**config.mk**
```make
export PLATFORM = sky130hd
export DESIGN_NAME = oled_text_sequencer
export DESIGN_NICKNAME = d
export VERILOG_FILES = /design/src/rtl/oled_text_sequencer.sv
export SDC_FILE = /design/constraint.sdc
export NUM_CORES = 1
export LEC_CHECK = 0
export CAP_MARGIN = 25
export CORE_MARGIN = 10
export CORE_UTILIZATION = 55
export DETAILED_ROUTE_END_ITERATION = 10
export PLACE_DENSITY = 0.77
export SYNTH_ARGS = -nofsm -noshare
export SYNTH_HDL_FRONTEND = slang
export SYNTH_SLANG_ARGS = --single-unit
```
**constraint.sdc**
```tcl
create_clock -name clk -period 4.45 [get_ports clk]
set_clock_uncertainty 0.1 [all_clocks]
set_input_delay 0.89 -clock clk [delete_from_list [all_inputs] [get_ports clk]]
set_output_delay 0.89 -clock clk [all_outputs]
set_load 0.02 [all_outputs]
```
**src/rtl/oled_text_sequencer.sv**
```systemverilog
// oled_text_sequencer: refreshes a ROWS x COLS character page on OLEDCtrl.
// One row (DIGIT_ROW) shows the name of the latest classifier result; the
// other rows come from a host-writable text RAM. Dirty rows trigger a pass of
// character writes followed by one display update.
// Build option: define OLED_SEQ_DIRTY_ROW_EN to rewrite only dirty rows;
// otherwise any dirty event rewrites the whole page.
module oled_text_sequencer #(
  parameter int unsigned ROWS      = 4,
  parameter int unsigned COLS      = 16,
  parameter int unsigned DIGIT_W   = 32,
  parameter int unsigned DIGIT_ROW = 2
) (
  input  logic                            clk,
  input  logic                            rst_n,
  input  logic [DIGIT_W-1:0]              detected_digit,
  input  logic                            digit_valid,
  input  logic                            text_we,
  input  logic [$clog2(ROWS*COLS)-1:0]    text_addr,
  input  logic [7:0]                      text_data,
  input  logic                            disp_on_ready,
  input  logic                            write_ready,
  input  logic                            update_ready,
  output logic                            disp_on_start,
  output logic                            write_start,
  output logic                            update_start,
  output logic                            update_clear,
  output logic [8:0]                      write_base_addr,
  output logic [7:0]                      write_ascii_data,
  output logic                            busy,
  output logic                            frame_done
);

  localparam int unsigned CELLS = ROWS * COLS;
  localparam int unsigned AW    = $clog2(CELLS);
  localparam int unsigned RW    = (ROWS > 1) ? $clog2(ROWS) : 1;
  localparam int unsigned CW    = (COLS > 1) ? $clog2(COLS) : 1;
`ifdef OLED_SEQ_DIRTY_ROW_EN
  localparam bit ROW_EN = 1'b1;
`else
  localparam bit ROW_EN = 1'b0;
`endif

  typedef enum logic [2:0] {
    S_PWR, S_PWR_WAIT, S_IDLE, S_WR, S_WR_WAIT, S_UPD, S_UPD_WAIT
  } state_t;

  state_t               state;
  logic                 skip;
  logic [RW-1:0]        row;
  logic [CW-1:0]        col;
  logic [ROWS-1:0]      snap_mask;
  logic [DIGIT_W-1:0]   snap_digit;
  logic [DIGIT_W-1:0]   held_digit;
  logic [ROWS-1:0]      dirty;
  logic [ROWS-1:0]      dirty_set;
  logic [7:0]           text_ram [CELLS];

  logic                 take_snap;
  logic [ROWS-1:0]      snap_mask_c;
  int unsigned          first_row_c;
  int unsigned          nxt_row_c;
  logic                 text_hit;
  logic [31:0]          wr_row_c;
  logic [AW-1:0]        rd_idx;
  logic [7:0]           cell_char_c;

  // Lowest set row of m at or above 'from'; ROWS when there is none.
  function automatic int unsigned next_row(input logic [ROWS-1:0] m, input int unsigned from);
    next_row = ROWS;
    for (int unsigned r = ROWS; r > 0; r--) begin
      if ((r - 1) >= from && m[r-1]) next_row = r - 1;
    end
  endfunction

  // Character at column c of the digit name, space padded past the name.
  function automatic logic [7:0] digit_char(input logic [DIGIT_W-1:0] d, input logic [CW-1:0] c);
    logic [63:0] name;
    logic [63:0] sh;
    if (d > DIGIT_W'(9)) name = " None   ";
    else begin
      case (4'(d))
        4'd0:    name = " Zero   ";
        4'd1:    name = " One    ";
        4'd2:    name = " Two    ";
        4'd3:    name = " Three  ";
        4'd4:    name = " Four   ";
        4'd5:    name = " Five   ";
        4'd6:    name = " Six    ";
        4'd7:    name = " Seven  ";
        4'd8:    name = " Eight  ";
        4'd9:    name = " Nine   ";
        default: name = " None   ";
      endcase
    end
    sh = name << {c, 3'b000};
    digit_char = (32'(c) < 32'd8) ? sh[63:56] : 8'h20;
  endfunction

  assign update_clear = 1'b0;

  // Snapshot / cell selection helpers shared by the FSM and dirty tracking.
  always_comb begin
    take_snap   = (state == S_IDLE) && (|dirty);
    snap_mask_c = ROW_EN ? dirty : '1;
    first_row_c = next_row(snap_mask_c, 0);
    nxt_row_c   = next_row(snap_mask, 32'(row) + 32'd1);
    text_hit    = text_we && (32'(text_addr) < CELLS);
    wr_row_c    = 32'(text_addr) / COLS;
    rd_idx      = AW'(32'(row) * COLS + 32'(col));
    cell_char_c = (32'(row) == DIGIT_ROW) ? digit_char(snap_digit, col) : text_ram[rd_idx];
  end

  // New dirty events this cycle: changed digit, or text write to a shown row.
  always_comb begin
    dirty_set = '0;
    if (digit_valid && (detected_digit != held_digit)) dirty_set[DIGIT_ROW] = 1'b1;
    if (text_hit) begin
      for (int unsigned r = 0; r < ROWS; r++) begin
        if (r != DIGIT_ROW && r == wr_row_c) dirty_set[r] = 1'b1;
      end
    end
  end

  // Held digit and dirty mask; events coinciding with a snapshot survive it.
  always_ff @(posedge clk or negedge rst_n) begin
    if (!rst_n) begin
      held_digit <= '1;
      dirty      <= '1;
    end else begin
      if (digit_valid) held_digit <= detected_digit;
      dirty <= (take_snap ? (dirty & ~snap_mask_c) : dirty) | dirty_set;
    end
  end

  // Host text RAM, cleared to spaces.
  always_ff @(posedge clk or negedge rst_n) begin
    if (!rst_n) begin
      for (int unsigned i = 0; i < CELLS; i++) text_ram[i] <= 8'h20;
    end else if (text_hit) begin
      text_ram[text_addr] <= text_data;
    end
  end

  // Refresh sequencer: power-on, per-cell writes, then one display update.
  always_ff @(posedge clk or negedge rst_n) begin
    if (!rst_n) begin
      state            <= S_PWR;
      skip             <= 1'b0;
      row              <= '0;
      col              <= '0;
      snap_mask        <= '0;
      snap_digit       <= '1;
      disp_on_start    <= 1'b0;
      write_start      <= 1'b0;
      update_start     <= 1'b0;
      write_base_addr  <= '0;
      write_ascii_data <= '0;
      busy             <= 1'b0;
      frame_done       <= 1'b0;
    end else begin
      disp_on_start <= 1'b0;
      write_start   <= 1'b0;
      update_start  <= 1'b0;
      frame_done    <= 1'b0;
      case (state)
        S_PWR: begin
          if (disp_on_ready) begin
            disp_on_start <= 1'b1;
            skip          <= 1'b1;
            state         <= S_PWR_WAIT;
          end
        end
        S_PWR_WAIT: begin
          if (skip) skip <= 1'b0;
          else if (disp_on_ready) state <= S_IDLE;
        end
        S_IDLE: begin
          if (take_snap) begin
            snap_mask  <= snap_mask_c;
            snap_digit <= held_digit;
            row        <= RW'(first_row_c);
            col        <= '0;
            state      <= S_WR;
          end
        end
        S_WR: begin
          if (write_ready) begin
            write_start      <= 1'b1;
            busy             <= 1'b1;
            write_base_addr  <= {2'(row), 4'(col), 3'b000};
            write_ascii_data <= cell_char_c;
            skip             <= 1'b1;
            state            <= S_WR_WAIT;
          end
        end
        S_WR_WAIT: begin
          if (skip) skip <= 1'b0;
          else if (write_ready) begin
            if (col == CW'(COLS - 1)) begin
              if (nxt_row_c >= ROWS) state <= S_UPD;
              else begin
                row   <= RW'(nxt_row_c);
                col   <= '0;
                state <= S_WR;
              end
            end else begin
              col   <= col + 1'b1;
              state <= S_WR;
            end
          end
        end
        S_UPD: begin
          if (update_ready) begin
            update_start <= 1'b1;
            skip         <= 1'b1;
            state        <= S_UPD_WAIT;
          end
        end
        S_UPD_WAIT: begin
          if (skip) skip <= 1'b0;
          else if (update_ready) begin
            busy       <= 1'b0;
            frame_done <= 1'b1;
            state      <= S_IDLE;
          end
        end
        default: state <= S_PWR;
      endcase
    end
  end

endmodule

```
Word level (Yosys, flattened, before mapping)
Memory sizes are Yosys's and may differ from the RTL's.
Cells that the tools add are included.
- add/subtract/negate cells: 3
- $lt $le $gt $ge: 10
- equal/unequal tests: 24
- shift operators: 1
- mux-type cells: 60
- bitwise logic cells: 3
- reductions and logical operators: 21
- operators by type and width (kind ; count):
    $bwmux W512 ; 1
    $mux W64 ; 1
    $shl A64 B7 Y64 ; 1
    $bmux W8 S6 ; 1
    $demux W8 S6 ; 1
    $mux W3 ; 16
    $mux W8 ; 5
    $gt A32 B4 Y1 const B ; 1
    $logic_not A32 Y1 ; 1
    $ne A32 B32 Y1 ; 1
    $mux W4 ; 6
    $ne A2 B2 Y1 const B ; 12
    $pmux W3 S7 ; 1
    $mux W1 ; 18
    $ge A7 B7 Y1 const B ; 2
    $not A6 Y7 ; 2
    $mux W2 ; 6
    $reduce_and A10 Y1 ; 1
    $eq A3 B3 Y1 const B ; 3
    $pmux W4 S2 ; 1
    $reduce_and A4 Y1 ; 2
    $logic_and A1 B1 Y1 ; 7
    $lt A7 B1 Y1 const B ; 1
    $add A6 B4 Y6 ; 1
    other kinds (25) ; 30
- bits in registers: 610
- bits in read-only memories: 432
- input bits: 53
- output and inout bits: 23
- logic and storage cells: 202
- memories: 1
- memories (name ; words ; width ; rd ports ; clocked after Yosys merged registers in ; write ports ; line ; RTL):
    (no name shown) ; 16 ; 27 ; 1 ; 0 ; 0 ; 81 ; case (4'(d))

Depth between registers and ports, before layout
- word-level depth: 13
- mapped depth: 11
- gate-level depth less buffers: 8

Least setup slack after synthesis
No wires, ideal clock.
- path type: input to register
- from: in text_we
- to: reg text_ram[10] (netlist bit)
- library setup time: 125 ps
- arrival time: 2322 ps
- data required time: 4225 ps
- setup slack: 1903 ps
- cell stages on the path: 5
- buffers on the path: 1
- path through: buf_2 > nor2b_1 > nand3_1 > nor2_2 > mux2_2
- RTL lines (what ; line ; RTL):
    from (decl) ; 17 ; input logic text_we,
    to (signal, indexed assignment) ; 140 ; text_ram[text_addr] <= text_data;
    to (decl) ; 56 ; logic [7:0] text_ram [CELLS];

Final worst setup path
- from: reg col[0]
- to: reg write_ascii_data[0]
- longest elaborated chain between the ends: 6
- elaborated cells between the ends (all ways): 9
- classes of those cells: add/sub (1); order compare (1); shift (1); mux (5); bitwise (1)
- RTL lines (what ; line ; RTL):
    from (decl) ; 50 ; logic [CW-1:0] col;
    from (signal assigned) ; 207 ; col <= col + 1'b1;
    $add A6 B4 Y6 ; 109 ; rd_idx = AW'(32'(row) * COLS + 32'(col));
    $not A6 Y7 (not written as such) ; 110 ; cell_char_c = (32'(row) == DIGIT_ROW) ? digit_char(snap_digit, col) : text_ram[rd_idx];
    $bmux W8 S6 ; 110 ;
    $mux W8 (not written as such) (2 in series) ; 110 ;
    $mux W8 (*) ; 110 ;
    to (signal assigned) ; 191 ; write_ascii_data <= cell_char_c;
    to (decl) ; 28 ; output logic [7:0] write_ascii_data,
Mark *: on every way between the ends. The rest lies on a longest branch, timed or not. The select of a mux whose other input is x is not followed.
A chain may end at the register's enable or synchronous reset.

==> reports/metrics.cfg <==
[clock_tree]
cts_tree = yes
cts_root_buf = clkbuf_16
cts.sinks = 482
ctsHoldBuffers = 0
clk_path_buf_depth = 3
post-cts-setup-buffers = 0
htree_num_levels = 2
post_cts_resized = 0
cts_made_buffers = 49
insertion_delay_ns = 0.61
clkTransAtPathRegs_ns = 0.06

[die]
coreArea_sq_um = 41000
dieArea_sq_um = 50300
fp.dieH_um = 224
fp.dieW_um = 224
ios = 76
start_util_pct = 56.0
num_rows = 74

[synth]
yosys_most_used_dff = dfrtp_1
synth_area_sq_um = 23000
ys_seq_area_share_pct = 53.2
synth.distinct_cells = 65
async_reset_ff_share_pct = 100
syn_inst = 1687
ys_warn_count = 0
syn-mean-instance-area_sq_um = 13.6
ys_seq_elements = 482
synth_edf_count = 0

[pwr]
p_leak_nw = 11.1
powerDensity_nw_per_um2 = 516
vdd_ir_drop_max_v = 0.000345

[finish]
finalNonFillerCells = 2292
regArea_sq_um = 12200
final_cell_mix = 458 x mux2_2, 363 x dfrtp_1, 116 x dfstp_2
fin_util_pct = 62.9
syn_to_final_growth_pct = 12.5
finalNetCount = 1782
multi_input_area_sq_um = 10100
n_antenna_cell = 0
drive_gt1_share_pct = 45.2
final_common_cell = mux2_2
fill_cells = 2960

[detailed_routing]
detail_route.iter0.violations = 1271
drt_first_pass_iters = 5
post_drt_wl_per_cell_um = 25.2
viasPerCell = 6.32
ant_nets = 0
vias = 14500
drc = 0
drt-total-wl_mm = 57.7

[global_routing]
grt_max_degree = 107
globalRouteMet3Util_pct = 4.53
grtUsageTotal_pct = 22.8
met2_usage_pct = 35.9
grt-busiest-layer = met2
grt_pass1_vias = 14800
use_met1_pct = 31.2
antenna_found_initial = 1
grt_overflow = 0
grt_pass1_wl_mm = 89.2

[timing]
drv_slew = 0
fin_tns_setup_ns = 0
rsz0062_at_grt = false
setup_violations = 0
setup_ws_ns = 1.10
fin_crit_sh_pct = 75.2
maxSlewHeadroom_pct = 32.5
worst_pin_slew_ns = 1.01
hold_viol = 0
period_needed_ns = 3.35
hold_slack_ns = 0.250
clock.fmax_mhz = 299

[place]
io_buffers = 71
routabilityCongestion = 0.896
dpl.hpwl_mm = 37.3
place_ws_ns = 0.836
dp.cells = 2201

[worst_setup_path]
rr_endpoint = write_ascii_data[0]
endpoint_kind = flop
setup.worst_path.start_class = flop
crit_type = reg2reg
cp.arrival_ns = 3.70
crit_end = write_ascii_data[0]
critPathRequiredTime_ns = 4.80
ff2ff_path_depth = 7
rrSetupSlack_ns = 1.10
crit_fanout = 41
reg2reg_from = col[0]
setup.worst_path.start = col[0]

[worst_hold_path]
hold_path.class = in2async

[run_status]
status = finished clean

[job]
maxCapViolCount = 0

-- power by group --
group	internal, mW	leakage (nW)	switching (mW)	total, mW
combinational	1.61	4.18	1.51	3.12
clock	2.49	0.831	1.75	4.24
sequential	5.31	6.07	0.657	5.97
total	9.40	11.1	3.92	13.3
-- logic make-up after synthesis --
group / Yosys count / synth area share (%)
muxes: 577 / 31.3
DFF: 482 / 53.2
and+or+nand+nor: 257 / 5.58
AOI/OAI and AO/OA: 174 / 5.13
buffers and inverters: 154 / 3.03
xor gates and xnor gates: 33 / 1.26
adders and majority gates: 9 / 0.491
other: 1 / 0.0163
-- layer usage --
| metal | vias up | wire [um] | share of wire (%) |
|---|---|---|---|
| met5 | - | 8 | 0.014 |
| met4 | 2 | 1620 | 2.8 |
| met3 | 124 | 4160 | 7.2 |
| met2 | 532 | 27100 | 47 |
| met1 | 7585 | 24800 | 43 |
| li1 | 6236 | - | - |
-- synth_stat cells (9+ instances only) --
library cell	n	area (sq um)
mux2_2	458	5160
dfrtp_1	366	9160
dfstp_2	116	3050
clkbuf_1	90	338
nand2_1	75	282
mux4_2	67	1510
nor2_1	57	214
mux2i_1	52	521
o21ai_0	40	200
xor2_1	32	280
a21oi_1	31	155
nand3_1	25	125
a22oi_1	16	120
nor2b_1	16	100
buf_2	15	75.1
nor4_1	15	93.8
buf_1	14	52.6
inv_1	13	48.8
buf_4	12	90.1
nor3_1	12	60.1
a211oi_1	10	75.1
nand2b_1	10	62.6
o22ai_1	10	62.6
ha_1	9	113
-- stage by stage --
step	power, mW	cell area, sq um
2_1_floorplan	8.15	23000
4_1_cts	13.3	25800
6_report	13.3	25800
5_1_grt	13.9	25800
3_3_place_gp	8.98	24100
3_5_place_dp	9.11	24100
-- layout make-up --
cell class                      instances  share of cell area [%]
Tap cell                              532                    2.58
Multi-Input combinational cell       1054                    39.0
Clock inverter                         10                   0.320
Inverter                               16                   0.233
Clock buffer                           81                    6.16
Timing Repair Buffer                  117                    4.39
Sequential cell                       482                    47.3
-- sequential cells by signal (all words and copies together), names as in the netlist, 3 cells and up --
signal,cells
text_ram,384
held_digit,32
snap_digit,32
write_ascii_data,8
write_base_addr,6
col,4
dirty,4
state,3
-- worst min-delay path by stage --
stage | startpoint | endpoint | depth (start not counted)
2_1_floorplan | dirty[2] | dirty[2] | 2
3_3_place_gp | dirty[2] | dirty[2] | 2
3_5_place_dp | dirty[2] | dirty[2] | 2
4_1_cts | rst_n | text_ram[268] | 1
5_1_grt | rst_n | write_ascii_data[1] | 1
6_report | rst_n | text_ram[256] | 1
-- worst max-delay path: stages, from the launching register on --
cell,delay [ns]
dfrtp_4,0.99
buf_4,0.40
mux4_2,0.58
nand2b_1,0.17
nand3_1,0.14
nand3_1,0.16
o21ai_0,0.48
nand3_1,0.14
Power figures use the tool's default switching activity.
